**src/rtl/reg_wb_arbiter.sv**
```systemverilog
// Register-file write-port arbiter: ALU writes plus an in-order load queue with starvation control.
// Optional WB_SCOREBOARD_EN adds pend_mask, the set of registers with queued load writes.
module reg_wb_arbiter #(
  parameter int LQ_DEPTH   = 4,
  parameter int STARVE_MAX = 3
) (
  input  logic                        clk,
  input  logic                        rst,
  input  logic                        alu_valid,
  input  logic [4:0]                  alu_rd,
  input  logic [31:0]                 alu_data,
  output logic                        alu_ready,
  input  logic                        ld_valid,
  input  logic [4:0]                  ld_rd,
  input  logic [31:0]                 ld_data,
  output logic                        ld_ready,
  output logic [4:0]                  A3,
  output logic [31:0]                 WD3,
  output logic                        WE3,
  output logic [$clog2(LQ_DEPTH):0]   lq_count
`ifdef WB_SCOREBOARD_EN
  ,
  output logic [31:0]                 pend_mask
`endif
);

  localparam int AW = $clog2(LQ_DEPTH);
  localparam int CW = AW + 1;
  localparam int SW = $clog2(STARVE_MAX + 1);

  logic [4:0]    rd_q   [LQ_DEPTH];
  logic [31:0]   data_q [LQ_DEPTH];
  logic [AW-1:0] head;
  logic [AW-1:0] tail;
  logic [CW-1:0] count;
  logic [SW-1:0] starve;

  logic          empty;
  logic          full;
  logic          force_ld;
  logic          alu_win;
  logic          pop;
  logic          push;
  logic          sel;
  logic [4:0]    sel_rd;
  logic [31:0]   sel_data;

  assign empty    = (count == '0);
  assign full     = (count == CW'(LQ_DEPTH));
  assign force_ld = (starve == SW'(STARVE_MAX)) && !empty;
  assign alu_win  = !force_ld && alu_valid;
  assign pop      = force_ld || (!alu_valid && !empty);
  assign push     = ld_valid && !full;
  assign sel      = alu_win || pop;

  assign alu_ready = !force_ld;
  assign ld_ready  = !full;
  assign lq_count  = count;

  always_comb begin
    sel_rd   = rd_q[head];
    sel_data = data_q[head];
    if (alu_win) begin
      sel_rd   = alu_rd;
      sel_data = alu_data;
    end
  end

  // Storage carries no reset: occupancy alone decides what is live.
  always_ff @(posedge clk) begin
    if (push) begin
      rd_q[tail]   <= ld_rd;
      data_q[tail] <= ld_data;
    end
  end

  always_ff @(posedge clk or negedge rst) begin
    if (!rst) begin
      head  <= '0;
      tail  <= '0;
      count <= '0;
    end else begin
      if (push) tail <= tail + 1'b1;
      if (pop)  head <= head + 1'b1;
      unique case ({push, pop})
        2'b10:   count <= count + 1'b1;
        2'b01:   count <= count - 1'b1;
        default: count <= count;
      endcase
    end
  end

  always_ff @(posedge clk or negedge rst) begin
    if (!rst) begin
      starve <= '0;
    end else if (pop || empty) begin
      starve <= '0;
    end else if (alu_win && starve != SW'(STARVE_MAX)) begin
      starve <= starve + 1'b1;
    end
  end

  always_ff @(posedge clk or negedge rst) begin
    if (!rst) begin
      A3  <= '0;
      WD3 <= '0;
      WE3 <= 1'b0;
    end else begin
      WE3 <= sel && (sel_rd != 5'd0);
      if (sel) begin
        A3  <= sel_rd;
        WD3 <= sel_data;
      end
    end
  end

`ifdef WB_SCOREBOARD_EN
  always_comb begin
    pend_mask = '0;
    for (int k = 0; k < LQ_DEPTH; k++) begin
      if (CW'(k) < count)
        pend_mask[rd_q[head + AW'(k)]] = 1'b1;
    end
    pend_mask[0] = 1'b0;
  end
`endif

endmodule

```
**config.mk**
```make
export PLATFORM = sky130hd
export DESIGN_NAME = reg_wb_arbiter
export DESIGN_NICKNAME = d
export VERILOG_FILES = /design/src/rtl/reg_wb_arbiter.sv
export SDC_FILE = /design/constraint.sdc
export NUM_CORES = 1
export LEC_CHECK = 0
export ABC_AREA = 0
export CORE_ASPECT_RATIO = 1.25
export CORE_MARGIN = 2
export CORE_UTILIZATION = 55
export DETAILED_ROUTE_END_ITERATION = 12
export GPL_TIMING_DRIVEN = 1
export HOLD_SLACK_MARGIN = 0.15
export PLACE_DENSITY = 0.93
export SLEW_MARGIN = 5
export SYNTH_ARGS = -nofsm -noshare
export SYNTH_HDL_FRONTEND = slang
export SYNTH_SLANG_ARGS = --single-unit
```
**constraint.sdc**
```tcl
create_clock -name clk -period 4.6 [get_ports clk]
set_input_delay 0.46 -clock clk [delete_from_list [all_inputs] [get_ports clk]]
set_output_delay 0.46 -clock clk [all_outputs]
set_load 0.01 [all_outputs]
```
==> flow_summary_export.csv, run 1 <==
group,metric,value,unit
clock_network,h-tree-depth,4,
synth,synth_area_leaders,"edfxtp_1, dfrtp_1, mux4_2, nand2_1, a31oi_1",
sta,skew,0.009219,ns
synth,synth_seq_cells,195,
layout,diodes,0,
worst_setup_path,crit_fanout,12,
worst_setup_path,crit_required,4.14,ns
min_path,hold_class,"input pin to async pin",
pwr,power.leakage,3.404,nW
clock_network,cts.hold.buffers_added,0,
place,place.port_buffers,120,
global_routing,antenna_found_initial,0,
layout,final_nets,647,
worst_setup_path,arrival,2.06,ns
worst_setup_path,cp_slowest_cell,"ha_1",
pwr,switching_power,1.736,mW
synth,netlist_top_cells_count,"edfxtp_1, nand2_1, dfrtp_1, mux4_2, nor2_1",
global_routing,grt_pass1_wl,23.67,mm
pwr,power_report.internal_total,4.190,mW
sta,drv_slew,0,
clock_network,insertion_delay,0.42,ns
route,vias_per_cell,5.805,
pwr,total_power,5.926,mW
global_routing,grt-ovfl-total,0,
sta,finalSetupViolCount,0,
route,routed_wl,15.46,mm
pwr,p_sw_frac,0.2929,
route,ant_nets,0,
clock_network,clkTransAtPathRegs,0.06,ns
sta,finalCriticalPeriod,2.521,ns
pwr,power_frac_seq,0.460,
synth,ys.flop_type,"edfxtp_1",
route,routed-via-count,4354,
global_routing,grt_pass1_vias,4555,
synth,async_reset_ff_frac,0.2410,
sta,final.setup.tns,0,ns
floorplanning,ioPinCount,121,
place,gp_congestion,0.7706,
sta,fmax,0.3967,GHz
clock_network,clock-sinks,195,
floorplanning,die_h,136.0,um
synth,syn_nets,528,
synth,synth_cell_types,38,
synth,netlist_area,0.007661,mm2
layout,syn_to_final_growth,24.68,%
floorplanning,die_w,109.6,um
synth,yosysSeqAreaShare,0.7336,
clock_network,cts_resized,0,
global_routing,grt_max_degree,57,
synth,avgSynthCellArea,17.29,um2
clock_network,tritoncts,"done",
route,wire_per_inst,20.61,um
synth,ys_warn_count,0,
clock_network,cts_root_buf,"clkbuf_16",
route,firstDrtPassIters,5,
floorplanning,dieArea,0.01490,mm2
place,numPlacedInstances,718,
worst_setup_path,path_cells,"ha_1, o31a_4, inv_2, clkdlybuf4s50_1",
layout,fin_cells,750,
sta,tightestPinTransition,1.044,ns
synth,synth_cells,443,
floorplanning,start_util,0.5595,
worst_setup_path,path_buf_inv,2,
worst_setup_path,path_delay_family,"buffers and inverters",
layout,post-route-util,0.6976,
sta,slew-limit-headroom,0.3014,
synth,synth_edf_count,148,
global_routing,grt_usage,0.2200,
synth,synth_top_area_frac,0.5801,
place,hpwl,9.458,mm
sta,finalCritPeriodShare,0.5480,
layout,drive_gt1_frac,0.1426,
worst_setup_path,path_class,"flip-flop to primary output",
route,drtIter0Drc,284,
route,drc,0,
sta,finalHoldViolCount,0,
clock_network,cts.path.max_buffers,2,
floorplanning,core-area,0.01369,mm2
clock_network,cts_setup_buffers,0,
worst_setup_path,slowest_delay,0.47,ns
run,max_cap_violations,0,
worst_setup_path,critPathCaptureType,"primary output",
sta,rsz0062_at_grt,"false",
synth,yosysTopAreaCell,"edfxtp_1",
pwr,ir_drop,0.3664,mV
clock_network,cts_buffers,17,
floorplanning,placementRows,48,
pwr,powerDensity,620.4,mW/mm2
pwr,clock_power_share,0.244,
pwr,power_frac_comb,0.296,
worst_setup_path,cp-start-kind,"flip-flop",
outcome,status,"finished, final reports clean",
synth,yosysMostFrequentCell,"edfxtp_1",
## sequential cells by signal, indices dropped and copies added (netlist names)
signal,count
lq_count,3
data_q,128
WE3,1
starve,2
rd_q,20
A3,5
tail,2
head,2
WD3,32
## logic make-up after synthesis
kind of cell,share of synthesized area
mux,0.1160
xor+xnor,0.006861
buf+inv,0.02303
flops,0.7336
fa+ha+maj,0.01241
simple gates,0.05994
compound gates,0.04818
## metal layers
| metal | routed length (um) | up-vias | part of all wire | track usage |
|---|---|---|---|---|
| met1 | 5956 | 2210 | 0.39 | 0.2670 |
| met2 | 8264 | 170 | 0.53 | 0.3786 |
| met4 | 331 | 0 | 0.021 | 0.08720 |
| met3 | 907 | 28 | 0.059 | 0.05273 |
| li1 | - | 1946 | - | - |
| met5 | 0 | - | 0 | 0 |
## cells in the final DEF (no fill, tap or decap), drive strengths merged
| cell | Yosys | routed |
|---|---|---|
| nor2b | 10 | 10 |
| a31oi | 25 | 25 |
| and3b | 1 | 1 |
| nor3 | 1 | 1 |
| xor2 | 3 | 3 |
| o31a | 1 | 1 |
| clkbuf | 4 | 25 |
| nand2 | 49 | 49 |
| fa | 1 | 1 |
| and3 | 4 | 4 |
| mux2i | 4 | 4 |
| clkinv | 0 | 4 |
| and4 | 1 | 1 |
| mux4 | 37 | 37 |
| dfrtp | 47 | 47 |
| edfxtp | 148 | 148 |
| nor2 | 31 | 31 |
| xnor2 | 3 | 3 |
| and2 | 1 | 1 |
| a22oi | 9 | 9 |
| o21ai | 11 | 11 |
| mux2 | 1 | 1 |
| nor4 | 2 | 2 |
| nand3 | 3 | 3 |
| a41oi | 1 | 1 |
| clkdlybuf4s50 | 0 | 119 |
| bufinv | 0 | 1 |
| a21oi | 12 | 12 |
| clkinvlp | 0 | 1 |
| inv | 8 | 9 |
| buf | 19 | 4 |
| ha | 6 | 6 |
## path summary, 6_finish.rpt
path                                             from                     to  slack (ns)  depth (start not counted)
max in group asynchronous                         rst    head[0]$_DFFE_PN0P_        3.96                          2
worst max register to register    head[0]$_DFFE_PN0P_    WD3[29]$_DFFE_PN0P_        2.11                          5
min in group clk                starve[0]$_DFFE_PN0P_  starve[0]$_DFFE_PN0P_        0.45                          1
worst min register to register  starve[0]$_DFFE_PN0P_  starve[0]$_DFFE_PN0P_        0.45                          1
worst min-delay path                              rst    WD3[20]$_DFFE_PN0P_        0.15                          2
worst max-delay path            starve[0]$_DFFE_PN0P_              alu_ready        2.08                          4
## power by group through the flow
stage	combinational (mW)	clock (mW)	sequential [mW]
final	1.76	1.44	2.73
after floorplan	1.11	0	2.67
after CTS	1.78	1.46	2.74
after global placement	1.70	0	2.72
after global routing	1.90	1.53	2.78
after detailed placement	1.76	0	2.76
## cell type report
class / count / area [um2]
clock buffers: 25 / 518.0
clock inverters: 7 / 71.32
fillers: 881 / 4141
inverters: 8 / 30.03
multi-input cells: 217 / 1872
flip-flops and latches: 195 / 5623
well taps: 175 / 219.0
repair buffers: 123 / 1219
## through the flow
| step | instance area (um2) | setup WS, ns | hold WS (ns) |
|---|---|---|---|
| floorplan | 7661 | 2.442 | 0.1644 |
| global placement | 8962 | 1.884 | 0.4267 |
| detailed placement | 8962 | 1.772 | 0.4425 |
| CTS | 9552 | 2.038 | 0.1642 |
| global route | 9552 | 1.886 | 0.2093 |
| finish | 9552 | 2.079 | 0.1528 |
(Power assumes the default switching activity.)
==> run 2: changes to the inputs <==
CORE_UTILIZATION = 48   (was 55)
PLACE_DENSITY = 0.86   (was 0.93)
clock period = 2.25 ns   (was 4.6 ns; I/O delays follow)
==> run 2 against run 1 <==
Against the previous run: sequential share of layout area down 1.8 points; setup slack worse by 1.9 ns; global-route usage decreased by 1.9 points; register-to-register slack got worse by 1.9 ns; sequential power increased by 96%; routed wire length increased by 4.7%; cell area up 3.1%; highest routed layer unchanged.
==> flow_summary_export.csv, run 2 (synthesis gave the netlist of run 1 again) <==
group,metric,value,unit
place,place.port_buffers,120,
pwr,p_sw_frac,0.2966,
clock_network,cts.path.max_buffers,2,
sta,tightestPinTransition,0.4254,ns
layout,fillerInstances,1127,
route,drtIter0Drc,349,
clock_network,tritoncts,"done",
sta,setup_slack,0.1994,ns
floorplanning,placementRows,51,
global_routing,grt_usage,0.2005,
run,max_cap_violations,0,
worst_setup_path,cp.depth,10,
floorplanning,ioPinCount,121,
pwr,power_frac_seq,0.433,
worst_setup_path,crit_fanout,6,
place,gp_congestion,0.7385,
layout,syn_to_final_growth,28.53,%
clock_network,h-tree-depth,4,
route,routed_wl,16.18,mm
sta,finalCriticalPeriod,2.051,ns
layout,largest_register_ffs,128,
sta,final.setup.tns,0,ns
layout,drive_gt1_frac,0.1779,
sta,rsz0062_at_grt,"false",
global_routing,antenna_found_initial,0,
worst_setup_path,path_class,"flip-flop to flip-flop",
worst_setup_path,arrival,2.40,ns
worst_setup_path,path_cells,"inv_1, nand3_2, and2_1, inv_1, ha_1, inv_1, fa_1, xor2_1, nor2_1, xor2_1",
pwr,power_report.internal_total,8.713,mW
layout,layout_commonest_cell,"edfxtp_1",
worst_setup_path,path_delay_family,"adder cells",
route,ant_nets,0,
pwr,power.leakage,3.533,nW
layout,diodes,0,
route,firstDrtPassIters,5,
floorplanning,core-area,0.01557,mm2
place,hpwl,10.63,mm
layout,top_register,"data_q",
worst_setup_path,crit_top_cell,"inv_1",
clock_network,clkTransAtPathRegs,0.07,ns
layout,final_nets,668,
sta,skew,0.007481,ns
route,drc,0,
pwr,power_frac_comb,0.331,
sta,drv_slew,0,
pwr,switching_power,3.673,mW
sta,finalCritPeriodShare,0.9114,
pwr,powerDensity,1258,mW/mm2
sta,finalHoldViolCount,0,
layout,final_cell_mix,"edfxtp_1, clkdlybuf4s50_1, nand2_1, dfrtp_1, mux4_2",
clock_network,clock-sinks,195,
clock_network,cts_root_buf,"clkbuf_16",
outcome,status,"finished, final reports clean",
route,vias_per_cell,5.484,
place,place_ws,0.1077,ns
worst_setup_path,slowest_delay,0.39,ns
floorplanning,die_w,117.0,um
sta,fmax,0.4877,GHz
worst_setup_path,crit_required,2.60,ns
floorplanning,dieArea,0.01699,mm2
pwr,clock_power_share,0.236,
worst_setup_path,reg2reg_depth,10,
pwr,ir_drop,0.6061,mV
floorplanning,die_h,145.2,um
sta,slew-limit-headroom,0.7138,
clock_network,cts_buffers,17,
floorplanning,start_util,0.4920,
route,wire_per_inst,20.03,um
worst_setup_path,path_buf_inv,3,
worst_setup_path,critPathCaptureType,"flip-flop",
sta,finalSetupViolCount,0,
worst_setup_path,cp_slowest_cell,"fa_1",
global_routing,grt_pass1_wl,25.11,mm
min_path,hold_class,"input pin to async pin",
layout,top_regs,"data_q x128, WD3 x32, rd_q x20",
global_routing,grt-ovfl-total,0,
global_routing,grt_pass1_vias,4677,
sta,hold_slack,0.2550,ns
global_routing,grt_max_degree,38,
clock_network,insertion_delay,0.43,ns
route,routed-via-count,4431,
worst_setup_path,cp-start-kind,"flip-flop",
run 2: worst register-to-register path, stage by stage, from the launching register on:
cell and delay (ns):
dfrtp_1 0.38, inv_1 0.12, nand3_2 0.13, and2_1 0.22, inv_1 0.06, ha_1 0.18
inv_1 0.07, fa_1 0.39, xor2_1 0.16, nor2_1 0.11, xor2_1 0.16
run 2: metal layers:
metal / share of wire / global-route usage / vias to the layer above / routed length, um
met2: 0.53 / 0.3408 / 154 / 8504
li1: - / - / 1990 / -
met5: 0 / 0 / - / 0
met1: 0.39 / 0.2467 / 2261 / 6286
met3: 0.062 / 0.04929 / 26 / 1004
met4: 0.024 / 0.07294 / 0 / 387
run 2: stage by stage:
| stage | instance area (um2) | utilization | power (mW) | cells |
|---|---|---|---|---|
| finish | 9847 | 0.6324 | 12.39 | 808 |
| detailed placement | 9246 | 0.5939 | 9.575 | 775 |
| floorplan | 7661 | - | 7.740 | 443 |
| global route | 9847 | 0.6324 | 12.98 | 808 |
| CTS | 9839 | 0.6320 | 12.50 | 808 |
| global placement | 9246 | 0.5939 | 9.350 | 775 |
run 2: power groups by stage:
stage                     clock, mW  sequential, mW  combinational, mW
after floorplan                   0            5.46               2.27
after global placement            0            5.34               4.01
after detailed placement          0            5.42               4.15
after CTS                      2.97            5.36               4.17
after global routing           3.10            5.45               4.44
final                          2.92            5.36               4.10
run 2: cell type report:
cell class | count | area [um2] | share of cell area
flip-flops and latches | 195 | 5623 | 0.5710
multi-input cells | 217 | 1877 | 0.1906
repair buffers | 144 | 1469 | 0.1492
clock buffers | 21 | 481.7 | 0.04892
well taps | 212 | 265.3 | 0.02694
clock inverters | 11 | 101.3 | 0.01029
inverters | 8 | 30.03 | 0.003050
run 2: final timing paths:
path | from | end | slack (ns)
setup / recovery | lq_count[1]$_DFFE_PN0P_ | lq_count[2]$_DFFE_PN0P_ | 0.20
hold / removal | rst | WD3[22]$_DFFE_PN0P_ | 0.26
setup reg to reg | lq_count[1]$_DFFE_PN0P_ | lq_count[2]$_DFFE_PN0P_ | 0.20
hold reg to reg | starve[0]$_DFFE_PN0P_ | starve[0]$_DFFE_PN0P_ | 0.47
max in group asynchronous | rst | head[1]$_DFFE_PN0P_ | 1.36
min in group clk | alu_data[15] | WD3[15]$_DFFE_PN0P_ | 0.36
run 2: timing repair:
action,in CTS,in global routing
buffers inserted,0,0
setup endpoints to repair,0,2
endpoints found under the hold margin,47,0
hold buffers,1,0
gates resized for setup,0,2
